==> config.mk <==
export PLATFORM = sky130hd
export DESIGN_NAME = lockout_ctrl_flat
export DESIGN_NICKNAME = d
export VERILOG_FILES = /design/src/rtl/lockout_ctrl_if.sv /design/src/rtl/lockout_ctrl.sv /design/src/flat_wrapper.sv
export SDC_FILE = /design/constraint.sdc
export NUM_CORES = 1
export LEC_CHECK = 0
export ABC_AREA = 0
export BUFFER_PORTS_ARGS = -buffer_cell sky130_fd_sc_hd__buf_2
export CAP_MARGIN = 20
export CORE_MARGIN = 3
export CORE_UTILIZATION = 40
export DETAILED_ROUTE_END_ITERATION = 12
export PLACE_DENSITY = 0.72
export SLEW_MARGIN = 20
export SYNTH_ARGS = -nofsm -noshare
export SYNTH_HDL_FRONTEND = slang
export SYNTH_SLANG_ARGS = --single-unit
==> constraint.sdc <==
create_clock -name clk -period 1.8 [get_ports clk]
set_input_delay 0.36 -clock clk [delete_from_list [all_inputs] [get_ports clk]]
set_output_delay 0.36 -clock clk [all_outputs]
set_load 0.1 [all_outputs]
==> src/rtl/lockout_ctrl_if.sv <==
// Handshake bundle between the lock FSM and the attempt-limiting controller.
interface lockout_ctrl_if;
  logic       attempt_valid;
  logic       attempt_ok;
  logic       backdoor_clr;
  logic       entry_allow;
  logic       lockout;
  logic [3:0] tries_left;
  logic [7:0] secs_left;
  logic [1:0] level;
  logic       tick_1hz;
  logic       blink;

  modport master (
    output attempt_valid, attempt_ok, backdoor_clr,
    input  entry_allow, lockout, tries_left,
    input  secs_left, level, tick_1hz, blink
  );

  modport slave (
    input  attempt_valid, attempt_ok, backdoor_clr,
    output entry_allow, lockout, tries_left,
    output secs_left, level, tick_1hz, blink
  );
endinterface

==> src/rtl/lockout_ctrl.sv <==
// Attempt limiter: counts failed submissions and enforces an
// escalating timed lockout, plus the 1 Hz tick/blink for the display.
module lockout_ctrl #(
  parameter int CLK_HZ      = 50000000,
  parameter int MAX_TRIES   = 3,
  parameter int LOCKOUT_SEC = 10
) (
  input logic           clk,
  input logic           rst,
  lockout_ctrl_if.slave bus
);

  localparam int PW = (CLK_HZ > 1) ? $clog2(CLK_HZ) : 1;
  localparam logic [PW-1:0] PS_MAX  = PW'(CLK_HZ - 1);
  localparam logic [PW-1:0] PS_HALF = PW'(CLK_HZ / 2);
  localparam logic [3:0] TRIES_INIT = 4'(MAX_TRIES);
  localparam logic [7:0] BASE_SEC   = 8'(LOCKOUT_SEC);

  typedef enum logic {ST_ARMED, ST_LOCKOUT} state_e;

  state_e        state_q, state_d;
  logic [PW-1:0] presc_q, presc_d;
  logic          tick_q, tick_d;
  logic          blink_q, blink_d;
  logic          entry_q, entry_d;
  logic          lock_q, lock_d;
  logic [3:0]    tries_q, tries_d;
  logic [7:0]    secs_q, secs_d;
  logic [1:0]    level_q, level_d;
  logic          wrap;

  always_comb begin
    wrap    = (presc_q == PS_MAX);
    presc_d = wrap ? '0 : presc_q + 1'b1;
    state_d = state_q;
    entry_d = entry_q;
    lock_d  = lock_q;
    tries_d = tries_q;
    secs_d  = secs_q;
    level_d = level_q;
    if (bus.backdoor_clr) begin
      state_d = ST_ARMED;
      entry_d = 1'b1;
      lock_d  = 1'b0;
      tries_d = TRIES_INIT;
      secs_d  = '0;
      level_d = '0;
    end else begin
      unique case (state_q)
        ST_ARMED: begin
          if (bus.attempt_valid) begin
            if (bus.attempt_ok) begin
              tries_d = TRIES_INIT;
              level_d = '0;
            end else if (tries_q > 4'd1) begin
              tries_d = tries_q - 4'd1;
            end else begin
              // restart the second so the first lockout second is full
              presc_d = '0;
              state_d = ST_LOCKOUT;
              entry_d = 1'b0;
              lock_d  = 1'b1;
              tries_d = '0;
              secs_d  = BASE_SEC << level_q;
              level_d = (level_q == 2'd3) ? 2'd3 : level_q + 2'd1;
            end
          end
        end
        ST_LOCKOUT: begin
          if (wrap) begin
            if (secs_q == 8'd1) begin
              state_d = ST_ARMED;
              entry_d = 1'b1;
              lock_d  = 1'b0;
              tries_d = TRIES_INIT;
              secs_d  = '0;
            end else begin
              secs_d = secs_q - 8'd1;
            end
          end
        end
        default: state_d = ST_ARMED;
      endcase
    end
    tick_d  = wrap;
    blink_d = (presc_d < PS_HALF);
  end

  always_ff @(posedge clk) begin
    if (!rst) begin
      state_q <= ST_ARMED;
      presc_q <= '0;
      tick_q  <= 1'b0;
      blink_q <= 1'b1;
      entry_q <= 1'b1;
      lock_q  <= 1'b0;
      tries_q <= TRIES_INIT;
      secs_q  <= '0;
      level_q <= '0;
    end else begin
      state_q <= state_d;
      presc_q <= presc_d;
      tick_q  <= tick_d;
      blink_q <= blink_d;
      entry_q <= entry_d;
      lock_q  <= lock_d;
      tries_q <= tries_d;
      secs_q  <= secs_d;
      level_q <= level_d;
    end
  end

  assign bus.entry_allow = entry_q;
  assign bus.lockout     = lock_q;
  assign bus.tries_left  = tries_q;
  assign bus.secs_left   = secs_q;
  assign bus.level       = level_q;
  assign bus.tick_1hz    = tick_q;
  assign bus.blink       = blink_q;

endmodule

==> src/flat_wrapper.sv <==
// flat-port wrapper written by rule: the top's interface ports become plain ports
module lockout_ctrl_flat 
#(
  parameter int CLK_HZ      = 50000000,
  parameter int MAX_TRIES   = 3,
  parameter int LOCKOUT_SEC = 10
)
  (clk, rst, bus_attempt_valid, bus_attempt_ok, bus_backdoor_clr, bus_entry_allow, bus_lockout, bus_tries_left, bus_secs_left, bus_level, bus_tick_1hz, bus_blink);
  lockout_ctrl_if bus_i ();
  input logic clk;
  input logic rst;
  input wire logic [$bits(bus_i.attempt_valid)-1:0] bus_attempt_valid;
  input wire logic [$bits(bus_i.attempt_ok)-1:0] bus_attempt_ok;
  input wire logic [$bits(bus_i.backdoor_clr)-1:0] bus_backdoor_clr;
  output wire logic [$bits(bus_i.entry_allow)-1:0] bus_entry_allow;
  output wire logic [$bits(bus_i.lockout)-1:0] bus_lockout;
  output wire logic [$bits(bus_i.tries_left)-1:0] bus_tries_left;
  output wire logic [$bits(bus_i.secs_left)-1:0] bus_secs_left;
  output wire logic [$bits(bus_i.level)-1:0] bus_level;
  output wire logic [$bits(bus_i.tick_1hz)-1:0] bus_tick_1hz;
  output wire logic [$bits(bus_i.blink)-1:0] bus_blink;
  assign bus_i.attempt_valid = bus_attempt_valid;
  assign bus_i.attempt_ok = bus_attempt_ok;
  assign bus_i.backdoor_clr = bus_backdoor_clr;
  assign bus_entry_allow = bus_i.entry_allow;
  assign bus_lockout = bus_i.lockout;
  assign bus_tries_left = bus_i.tries_left;
  assign bus_secs_left = bus_i.secs_left;
  assign bus_level = bus_i.level;
  assign bus_tick_1hz = bus_i.tick_1hz;
  assign bus_blink = bus_i.blink;
  lockout_ctrl #(.CLK_HZ(CLK_HZ), .MAX_TRIES(MAX_TRIES), .LOCKOUT_SEC(LOCKOUT_SEC)) u_core (.clk(clk), .rst(rst), .bus(bus_i));
endmodule
Word-level counts from Yosys, hierarchy flattened
Index checks and enable logic that the tools add are counted.
{"block": "op_classes", "add_sub_neg": 4, "multipliers": 0, "div_mod_pow": 0, "order_cmp": 2, "n_eq_ne": 9, "shifts": 1, "n_mux": 39, "n_bitwise": 2, "n_reduce_logical": 5}
{"operator": "$mux 26", "count": 6}
{"operator": "$mux 8", "count": 5}
{"operator": "$add 26x1->26 const B", "count": 1}
{"operator": "$eq 26x26->1 const B", "count": 1}
{"operator": "$lt 26x25->1 const B", "count": 1}
{"operator": "$mux 4", "count": 5}
{"operator": "$pmux 8 s2", "count": 1}
{"operator": "$mux 1", "count": 15}
{"operator": "$ne 2x2->1 const B", "count": 6}
{"operator": "$eq 8x1->1 const B", "count": 1}
{"operator": "$pmux 4 s2", "count": 1}
{"operator": "$shl 4x2->8 const A", "count": 1}
{"operator": "$sub 8x1->8 const B", "count": 1}
{"operator": "$mux 2", "count": 3}
{"operator": "$pmux 1 s2", "count": 3}
{"operator": "$reduce_and 3->1", "count": 2}
{"operator": "$reduce_and 5->1", "count": 1}
{"operator": "$gt 4x1->1 const B", "count": 1}
{"operator": "$reduce_and 4->1", "count": 1}
{"operator": "$sub 4x1->4 const B", "count": 1}
{"operator": "$add 2x1->2 const B", "count": 1}
{"operator": "$eq 2x2->1 const B", "count": 1}
{"operator": "$not 1->1", "count": 2}
{"operator": "$reduce_or 2->1", "count": 1}
{"block": "word_totals", "register_bits": 45, "latch_bits": 0, "ram_bits": 0, "rom_bits": 0, "mem_count": 0}

Depth between registers and ports, before layout
Gate-level depths: netlist of the first run.
{"block": "logic_depth", "depth_word": 8, "mapped_depth": 9, "ltp_nobuf": 9}

Worst setup path after synthesis of the first run
Ideal clock, no wire load.
{"block": "synth_path", "path_type": "register to register", "start": "register u_core.tries_q[0], in the netlist u_core.bus.tries_left[0]", "end": "register u_core.blink_q, in the netlist u_core.bus.blink", "setup_time_ns": 0.138, "arrival_ns": 2.617, "setup_slack_ns": -0.954, "stages_incl_launch_ff": 10, "path_buffers": 0, "path_cell_list": "dfxtp_1 -> inv_1 -> ha_1 -> nor2_1 -> nor4b_4 -> nand2b_1 -> nor2b_1 -> nand2_2 -> nor4_1 -> a311oi_2"}
{"block": "synth_via", "elab_chain_len": 7}
{"element": "start: declaration", "line": "lockout_ctrl.sv:27", "source": "logic [3:0] tries_q, tries_d;"}
{"element": "start signal: assignment", "line": "lockout_ctrl.sv:107", "source": "tries_q <= tries_d;"}
{"element": "$gt 4x1->1", "line": "lockout_ctrl.sv:55", "source": "end else if (tries_q > 4'd1) begin"}
{"element": "$mux 26", "line": "lockout_ctrl.sv:55"}
{"element": "$mux 26", "line": "lockout_ctrl.sv:52", "source": "if (bus.attempt_ok) begin"}
{"element": "$mux 26", "line": "lockout_ctrl.sv:51", "source": "if (bus.attempt_valid) begin"}
{"element": "$mux 26", "line": "lockout_ctrl.sv:49", "source": "unique case (state_q)"}
{"element": "$mux 26", "line": "lockout_ctrl.sv:41", "source": "if (bus.backdoor_clr) begin"}
{"element": "$lt 26x25->1", "line": "lockout_ctrl.sv:86", "source": "blink_d = (presc_d < PS_HALF);"}
{"element": "end signal: assignment", "line": "lockout_ctrl.sv:104", "source": "blink_q <= blink_d;"}
{"element": "end: declaration", "line": "lockout_ctrl.sv:24", "source": "logic blink_q, blink_d;"}
Every way passes these cells.
A chain may end at the register's enable or synchronous reset.

Worst setup path after layout of the first run
{"block": "layout_path", "start": "register u_core.presc_q[8]", "end": "register u_core.blink_q, in the netlist u_core.bus.blink"}
{"block": "layout_via", "elab_chain_len": 8, "word_cells_on_any_way": 9, "cone_classes": "add/sub: 1; order compare: 1; eq/ne: 1; mux: 6"}
{"element": "start: declaration", "line": "lockout_ctrl.sv:22", "source": "logic [PW-1:0] presc_q, presc_d;"}
{"element": "start signal: assignment", "line": "lockout_ctrl.sv:102", "source": "presc_q <= presc_d;"}
{"element": "$add 26x1->26 or $eq 26x26->1 (tied branches)", "line": "lockout_ctrl.sv:34, lockout_ctrl.sv:33"}
{"element": "$mux 26 (*)", "line": "lockout_ctrl.sv:34", "source": "presc_d = wrap ? '0 : presc_q + 1'b1;"}
{"element": "$mux 26", "line": "lockout_ctrl.sv:55"}
{"element": "$mux 26", "line": "lockout_ctrl.sv:52"}
{"element": "$mux 26", "line": "lockout_ctrl.sv:51"}
{"element": "$mux 26", "line": "lockout_ctrl.sv:49"}
{"element": "$mux 26 (*)", "line": "lockout_ctrl.sv:41"}
{"element": "$lt 26x25->1 (*)", "line": "lockout_ctrl.sv:86"}
Mark *: on every way between the ends. The rest lies on a longest branch, timed or not.

==> results of run 1 <==
## kinds of logic after synthesis
group                      count (synthesis)
xor gates and xnor gates                  25
adders and majority gates                  5
AOI/OAI and AO/OA                         53
DFF                                       45
buffers and inverters                     18
and+or+nand+nor                          143
## worst min-delay path, cell delays in order
cell and delay (ps):
buf_2 110, nor2b_1 110, o21ai_2 70
## per-layer routing
layer / up-vias / global-route usage, % / share of wire (%) / wire, um
li1: 1240 / - / - / -
met1: 1302 / 26.39 / 41 / 3366
met2: 141 / 30.30 / 50 / 4101
met3: 37 / 4.146 / 6.1 / 505
met4: 0 / 7.749 / 3.7 / 309
met5: - / 0 / 0 / 0
## cell usage after synthesis (all sizes together) (6+ instances only)
library cell / n
nor2: 51
dfxtp: 45
nand2: 22
a21oi: 18
nand3: 15
nor3: 13
o21ai: 13
xor2: 13
xnor2: 12
inv: 8
nor4: 8
nand4: 7
buf: 6
## final timing paths
path | startpoint | endpoint | slack, ps | depth (start not counted)
hold / removal | bus_backdoor_clr | u_core.bus.tries_left[0]$_SDFFE_PP1P_ | 370 | 3
setup / recovery | u_core.presc_q[8]$_SDFF_PN0_ | u_core.bus.blink$_SDFF_PN1_ | -300 | 8
setup reg to reg | u_core.presc_q[8]$_SDFF_PN0_ | u_core.bus.blink$_SDFF_PN1_ | -300 | 8
hold reg to reg | u_core.bus.entry_allow$_SDFFE_PP1P_ | u_core.bus.entry_allow$_SDFFE_PP1P_ | 490 | 2
## sequential cells by signal (all words and copies together), names as in the netlist
| register | count |
|---|---|
| u_core.bus.blink | 1 |
| u_core.bus.entry_allow | 1 |
| u_core.bus.level | 2 |
| u_core.bus.lockout | 1 |
| u_core.bus.secs_left | 8 |
| u_core.bus.tick_1hz | 1 |
| u_core.bus.tries_left | 4 |
| u_core.presc_q | 26 |
| u_core.state_q | 1 |
## through the flow
step	hold WS [ps]	setup WS [ps]	power [uW]	util, %	area, um2
after floorplan	440.0	-244.3	1078	-	2546
after global placement	460.3	-144.5	1115	55.67	3159
after detailed placement	470.5	-193.4	1116	55.67	3159
after CTS	334.8	-199.1	2051	61.64	3498
after global routing	370.0	-353.6	2161	68.21	3871
final	372.7	-298.7	2089	68.21	3871
## what timing repair did
item / in CTS / in global routing
setup buffers: 8 / 15
gates resized for setup: 39 / 58
pin swaps: 25 / 34
cloned: 1 / 1
setup endpoints to repair: 34 / 40
## cell type report
class                           instances  area, um2
Fill cell                             399       1804
Multi-Input combinational cell        227       1802
Sequential cell                        45      944.7
Timing Repair Buffer                  111      864.6
Tap cell                               72      90.09
Clock buffer                            5      68.82
Clock inverter                          3      68.82
Inverter                                8      32.53
## power by group through the flow
stage          clock (uW)  combinational [uW]  sequential (uW)
6_report              948                 137             1000
5_1_grt              1010                 146             1000
4_1_cts               944                 105             1000
3_5_place_dp            0                93.8             1020
3_3_place_gp            0                92.8             1020
2_1_floorplan           0                49.2             1030
## placed cells by master, fill, tap and decap left out, drive strengths merged, types with 3 or more instances in the layout
cell type,Yosys,layout
xnor2,12,12
a21o,2,3
buf,6,110
nand4,7,7
a21oi,18,18
nand2,22,22
nor2b,5,5
dfxtp,45,45
nand2b,5,5
and3,5,5
nand3,15,15
clkbuf,4,6
o21ai,13,13
nor3,13,13
a211oi,4,4
ha,5,5
nor4,8,8
inv,8,9
xor2,13,13
nor2,51,51
==> results.sh, run 1 <==
export IMPL_synth_avg_cell_area_um2=8.364
export IMPL_grt_max_degree=19
export IMPL_die_area_um2=7012
export IMPL_grt_ovfl_total=0
export IMPL_muxShareOfSynthArea_pct=0
export IMPL_dp_cells=439
export IMPL_synth_async_sr_flop_share_pct=0
export IMPL_synth_nets=299
export IMPL_post_route_period_util_pct=116.6
export IMPL_avgViaCountPerCell=5.775
export IMPL_clock_power_share_pct=45.4
export IMPL_antenna_found_initial=0
export IMPL_cts_root_buf="clkbuf_8"
export IMPL_critPathKind="flop to flop"
export IMPL_cpMaxStageDelayCell="nor4_1"
export IMPL_cts_hold_buf=0
export IMPL_synthFlopType="dfxtp_1"
export IMPL_start_util_pct=42.59
export IMPL_dr_first_iter_drc_count=323
export IMPL_synth_compound_area_share_pct=14.18
export IMPL_synth_warnings=0
export IMPL_fin_skew_ps=20.96
export IMPL_p_switching_uw=468.8
export IMPL_drc_errors=0
export IMPL_pin_count=23
export IMPL_setup_viol=39
export IMPL_p_sw_share_pct=22.44
export IMPL_synthAdderAreaFrac_pct=2.588
export IMPL_timing_final_ws_setup_ps=-298.7
export IMPL_status="finished, violations left"
export IMPL_rows=27
export IMPL_layout_cells_non_filler=471
export IMPL_dr_pass1_iters=5
export IMPL_area_growth_syn_to_layout_pct=60.14
export IMPL_die_h_um=83.74
export IMPL_critical_path_arrival_ps=2330
export IMPL_synth_top_family_by_area="simple AND/OR/NAND/NOR gates"
export IMPL_ant_nets=0
export IMPL_ys_seq_elements=45
export IMPL_core_area_um2=5675
export IMPL_ys_seq_area_share_pct=37.27
export IMPL_first_global_vias=2434
export IMPL_worst_pin_slew_ps=506.9
export IMPL_leakage_uw=0.001554
export IMPL_synthSimpleGateAreaFrac_pct=33.02
export IMPL_routed_wl_um=8282
export IMPL_rsz0062_at_grt="yes"
export IMPL_cts_sinks=45
export IMPL_synthCells=289
export IMPL_nNetsFinal=408
export IMPL_critPathRequiredTime_ps=2030
export IMPL_synth_edf_count=0
export IMPL_wire_per_inst_um=17.58
export IMPL_place_gp_congestion=0.8643
export IMPL_cts_buffer_depth=2
export IMPL_clk_latency_ps=320
export IMPL_fin_setup_tns_ps=-4722
export IMPL_fmax_mhz=476.5
export IMPL_cp_end_kind="flop"
export IMPL_synthXorXnorAreaFrac_pct=9.058
export IMPL_p_comb_share_pct=6.6
export IMPL_final_min_clock_period_ps=2099
export IMPL_cts_tree="built"
export IMPL_violations="setup timing"
export IMPL_diodes=0
export IMPL_synth_cell_type_count=54
export IMPL_p_per_area_nw_per_um2=539.6
export IMPL_io_buffer_count=22
export IMPL_slew_viol_final=0
export IMPL_path_max_fanout=5
export IMPL_die_w_um=83.74
export IMPL_cts_made_buffers=5
export IMPL_slowest_delay_ps=430
export IMPL_critPathTopFamily="simple AND/OR/NAND/NOR gates"
export IMPL_cp_start_kind="flop"
export IMPL_finalHoldViolCount=0
export IMPL_slew_headroom_pct=65.33
export IMPL_hold_path_class="input pin to flop"
export IMPL_drive_gt1_share_pct=55.39
export IMPL_synth_area_leader_cell="dfxtp_1"
export IMPL_grt_use_total_pct=19.54
export IMPL_max_cap_violations=0
export IMPL_grt_pass1_wl_um=11420
export IMPL_cp_num_buf_inv=2
export IMPL_synth_area_leaders="dfxtp_1 37%, nor2_1 7.9%, xor2_1 4.7%, xnor2_1 4.3%, a21oi_1 3.7%"
export IMPL_vias=2720
export IMPL_ir_worst_vdd_mv=0.6447
export IMPL_htree_levels=2
export IMPL_dpl_hpwl_um=4531
export IMPL_path_cells="buf_4, nand3_2, nor4_1, xnor2_1, buf_4, o21ai_0, a32o_2, a311oi_2"
export IMPL_synth_area_um2=2417
export IMPL_cpMostUsedCell="buf_4"
export IMPL_p_int_uw=1620
export IMPL_power_frac_seq_pct=48.1
export IMPL_yosysTopAreaCellShare_pct=37.27
export IMPL_path_clk_slew_ps=90
Power figures use the tool's default switching activity.
==> run 2, diff against run 1 <==
--- a/config.mk
+++ b/config.mk
@@ -8,10 +8,11 @@
 export ABC_AREA = 0
 export BUFFER_PORTS_ARGS = -buffer_cell sky130_fd_sc_hd__buf_2
 export CAP_MARGIN = 20
+export CORE_ASPECT_RATIO = 0.9
 export CORE_MARGIN = 3
 export CORE_UTILIZATION = 40
 export DETAILED_ROUTE_END_ITERATION = 12
-export PLACE_DENSITY = 0.72
+export PLACE_DENSITY = 0.7
 export SLEW_MARGIN = 20
 export SYNTH_ARGS = -nofsm -noshare
 export SYNTH_HDL_FRONTEND = slang
==> constraint.sdc (replaced) <==
create_clock -name clk -period 2.3 [get_ports clk]
set_input_delay 0.46 -clock clk [delete_from_list [all_inputs] [get_ports clk]]
set_output_delay 0.46 -clock clk [all_outputs]
set_load 0.1 [all_outputs]
==> results.sh, run 2 (same netlist as run 1, synthesis figures left out) <==
export IMPL_fin_util_pct=48.00
export IMPL_rsz0062_at_grt="no"
export IMPL_final_common_cell="nor2_1"
export IMPL_fin_skew_ps=12.97
export IMPL_first_global_vias=1977
export IMPL_io_buffer_count=22
export IMPL_ant_nets=0
export IMPL_timing_final_ws_setup_ps=183.6
export IMPL_seq_area_um2=914.6
export IMPL_path_max_fanout=8
export IMPL_grt_max_degree=18
export IMPL_hold_slack_ps=410.9
export IMPL_p_per_area_nw_per_um2=524.1
export IMPL_post_route_period_util_pct=92.02
export IMPL_area_growth_syn_to_layout_pct=14.34
export IMPL_whs_path_depth=3
export IMPL_leakage_uw=0.001051
export IMPL_cp_end_kind="flop"
export IMPL_grt_pass1_wl_um=9059
export IMPL_core_area_um2=5758
export IMPL_ff2ff_setup_slack_ps=180
export IMPL_cts_root_buf="clkbuf_8"
export IMPL_fmax_mhz=472.5
export IMPL_layout_common_cells="51 x nor2_1, 38 x dfxtp_1, 22 x buf_2"
export IMPL_p_sw_share_pct=22.23
export IMPL_p_int_uw=1127
export IMPL_num_fill_cells=577
export IMPL_cts_made_buffers=5
export IMPL_diodes=0
export IMPL_die_area_um2=7014
export IMPL_p_comb_share_pct=3.7
export IMPL_power_frac_seq_pct=54.5
export IMPL_r2r_cells=7
export IMPL_die_w_um=87.95
export IMPL_critPathRequiredTime_ps=2480
export IMPL_largest_reg_flops=26
export IMPL_critPathKind="flop to flop"
export IMPL_max_cap_violations=0
export IMPL_worst_pin_slew_ps=563.6
export IMPL_slew_viol_final=0
export IMPL_drc_errors=0
export IMPL_routed_wl_um=5251
export IMPL_vias=2126
export IMPL_grt_use_total_pct=16.16
export IMPL_rr_endpoint="u_core.bus.secs_left[6]$_SDFFE_PP0P_"
export IMPL_cts_tree="built"
export IMPL_pin_count=23
export IMPL_fin_setup_tns_ps=0
export IMPL_final_min_clock_period_ps=2116
export IMPL_clk_latency_ps=310
export IMPL_min_to="u_core.bus.tries_left[0]$_SDFFE_PP1P_"
export IMPL_place_gp_congestion=0.8491
export IMPL_die_h_um=79.75
export IMPL_finalHoldViolCount=0
export IMPL_htree_levels=2
export IMPL_grt_ovfl_total=0
export IMPL_wire_per_inst_um=13.50
export IMPL_top_register="u_core.presc_q"
export IMPL_hold_path_class="input pin to flop"
export IMPL_antenna_found_initial=0
export IMPL_rows=26
export IMPL_nNetsFinal=328
export IMPL_dp_worst_setup_slack_ps=74.84
export IMPL_start_util_pct=41.98
export IMPL_dr_first_iter_drc_count=91
export IMPL_ir_worst_vdd_mv=0.2600
export IMPL_reg2reg_from="u_core.bus.secs_left[2]$_SDFFE_PP0P_"
export IMPL_critical_path_arrival_ps=2300
export IMPL_cts_hold_buf=0
export IMPL_setup_viol=0
export IMPL_cts_sinks=45
export IMPL_status="finished, final reports clean"
export IMPL_cts_buffer_depth=2
export IMPL_min_delay_start="bus_backdoor_clr"
export IMPL_multi_input_area_um2=1435
export IMPL_cp_start_kind="flop"
export IMPL_path_clk_slew_ps=90
export IMPL_dpl_hpwl_um=3787
export IMPL_dr_pass1_iters=4
export IMPL_avgViaCountPerCell=5.465
export IMPL_slew_headroom_pct=62.43
export IMPL_p_switching_uw=322.1
export IMPL_drive_gt1_share_pct=21.63
export IMPL_clock_power_share_pct=41.8
run 2: cell types whose count changed in the layout (fill, tap and decap cells not counted), moves of 8 or more:
cell,before,now
buf_4,72,10
buf_6,15,0
dfxtp_1,24,38
nor2_1,40,51
a21oi_1,8,18
dfxtp_2,14,5
a21oi_2,8,0
nor2_2,8,0
o21ai_0,5,13
run 2: what timing repair did:
action,4_1_cts,5_1_grt
setup endpoints to repair,0,1
setup buffers,0,1
resized for setup,0,3
run 2: area by class of cell:
| class | count | share of cell area (%) |
|---|---|---|
| flip-flops and latches | 45 | 33.09 |
| clock buffers | 6 | 2.626 |
| clock inverters | 2 | 1.403 |
| multi-input cells | 226 | 51.92 |
| repair buffers | 32 | 6.700 |
| inverters | 8 | 1.086 |
| well taps | 70 | 3.169 |
run 2: metrics by stage:
step | instances | instance area (um2) | total power [uW]
3_3_place_gp | 380 | 2631 | 859.1
5_1_grt | 389 | 2764 | 1506
2_1_floorplan | 289 | 2430 | 842.8
3_5_place_dp | 380 | 2631 | 860.6
4_1_cts | 388 | 2743 | 1472
6_report | 389 | 2764 | 1449
run 2: routing by layer:
layer / share of wire (%) / vias up / wire length (um) / global-route usage, %
li1: - / 1083 / - / -
met3: 4.7 / 7 / 248 / 3.715
met4: 1.4 / 0 / 73 / 6.442
met1: 49 / 985 / 2572 / 21.50
met2: 45 / 51 / 2356 / 25.08
met5: 0 / - / 0 / 0
run 2: how the worst max path moves through the flow:
stage,cells after the start,start,to
floorplan,7,u_core.bus.secs_left[4]$_SDFFE_PP0P_,u_core.bus.secs_left[6]$_SDFFE_PP0P_
global placement,8,bus_attempt_valid,u_core.bus.blink$_SDFF_PN1_
detailed placement,9,u_core.bus.tries_left[1]$_SDFFE_PP1P_,u_core.bus.blink$_SDFF_PN1_
CTS,9,u_core.bus.tries_left[1]$_SDFFE_PP1P_,u_core.bus.blink$_SDFF_PN1_
global route,7,u_core.presc_q[6]$_SDFF_PN0_,u_core.bus.blink$_SDFF_PN1_
finish,7,u_core.bus.secs_left[2]$_SDFFE_PP0P_,u_core.bus.secs_left[6]$_SDFFE_PP0P_
run 2: power groups by stage:
stage,Sequential [uW],Clock (uW),Combinational [uW]
2_1_floorplan,809,0,33.5
3_3_place_gp,807,0,52.4
3_5_place_dp,807,0,53.7
4_1_cts,789,629,54.0
5_1_grt,790,656,59.5
6_report,789,606,53.8
run 2: worst max-delay path, stage by stage, from the launching register on:
cell      delay (ps)
dfxtp_2          370
or4_1            640
nor3_2           250
a21boi_1         200
nand2_1          160
o32ai_1           90
a22oi_1          220
nor2_1            70
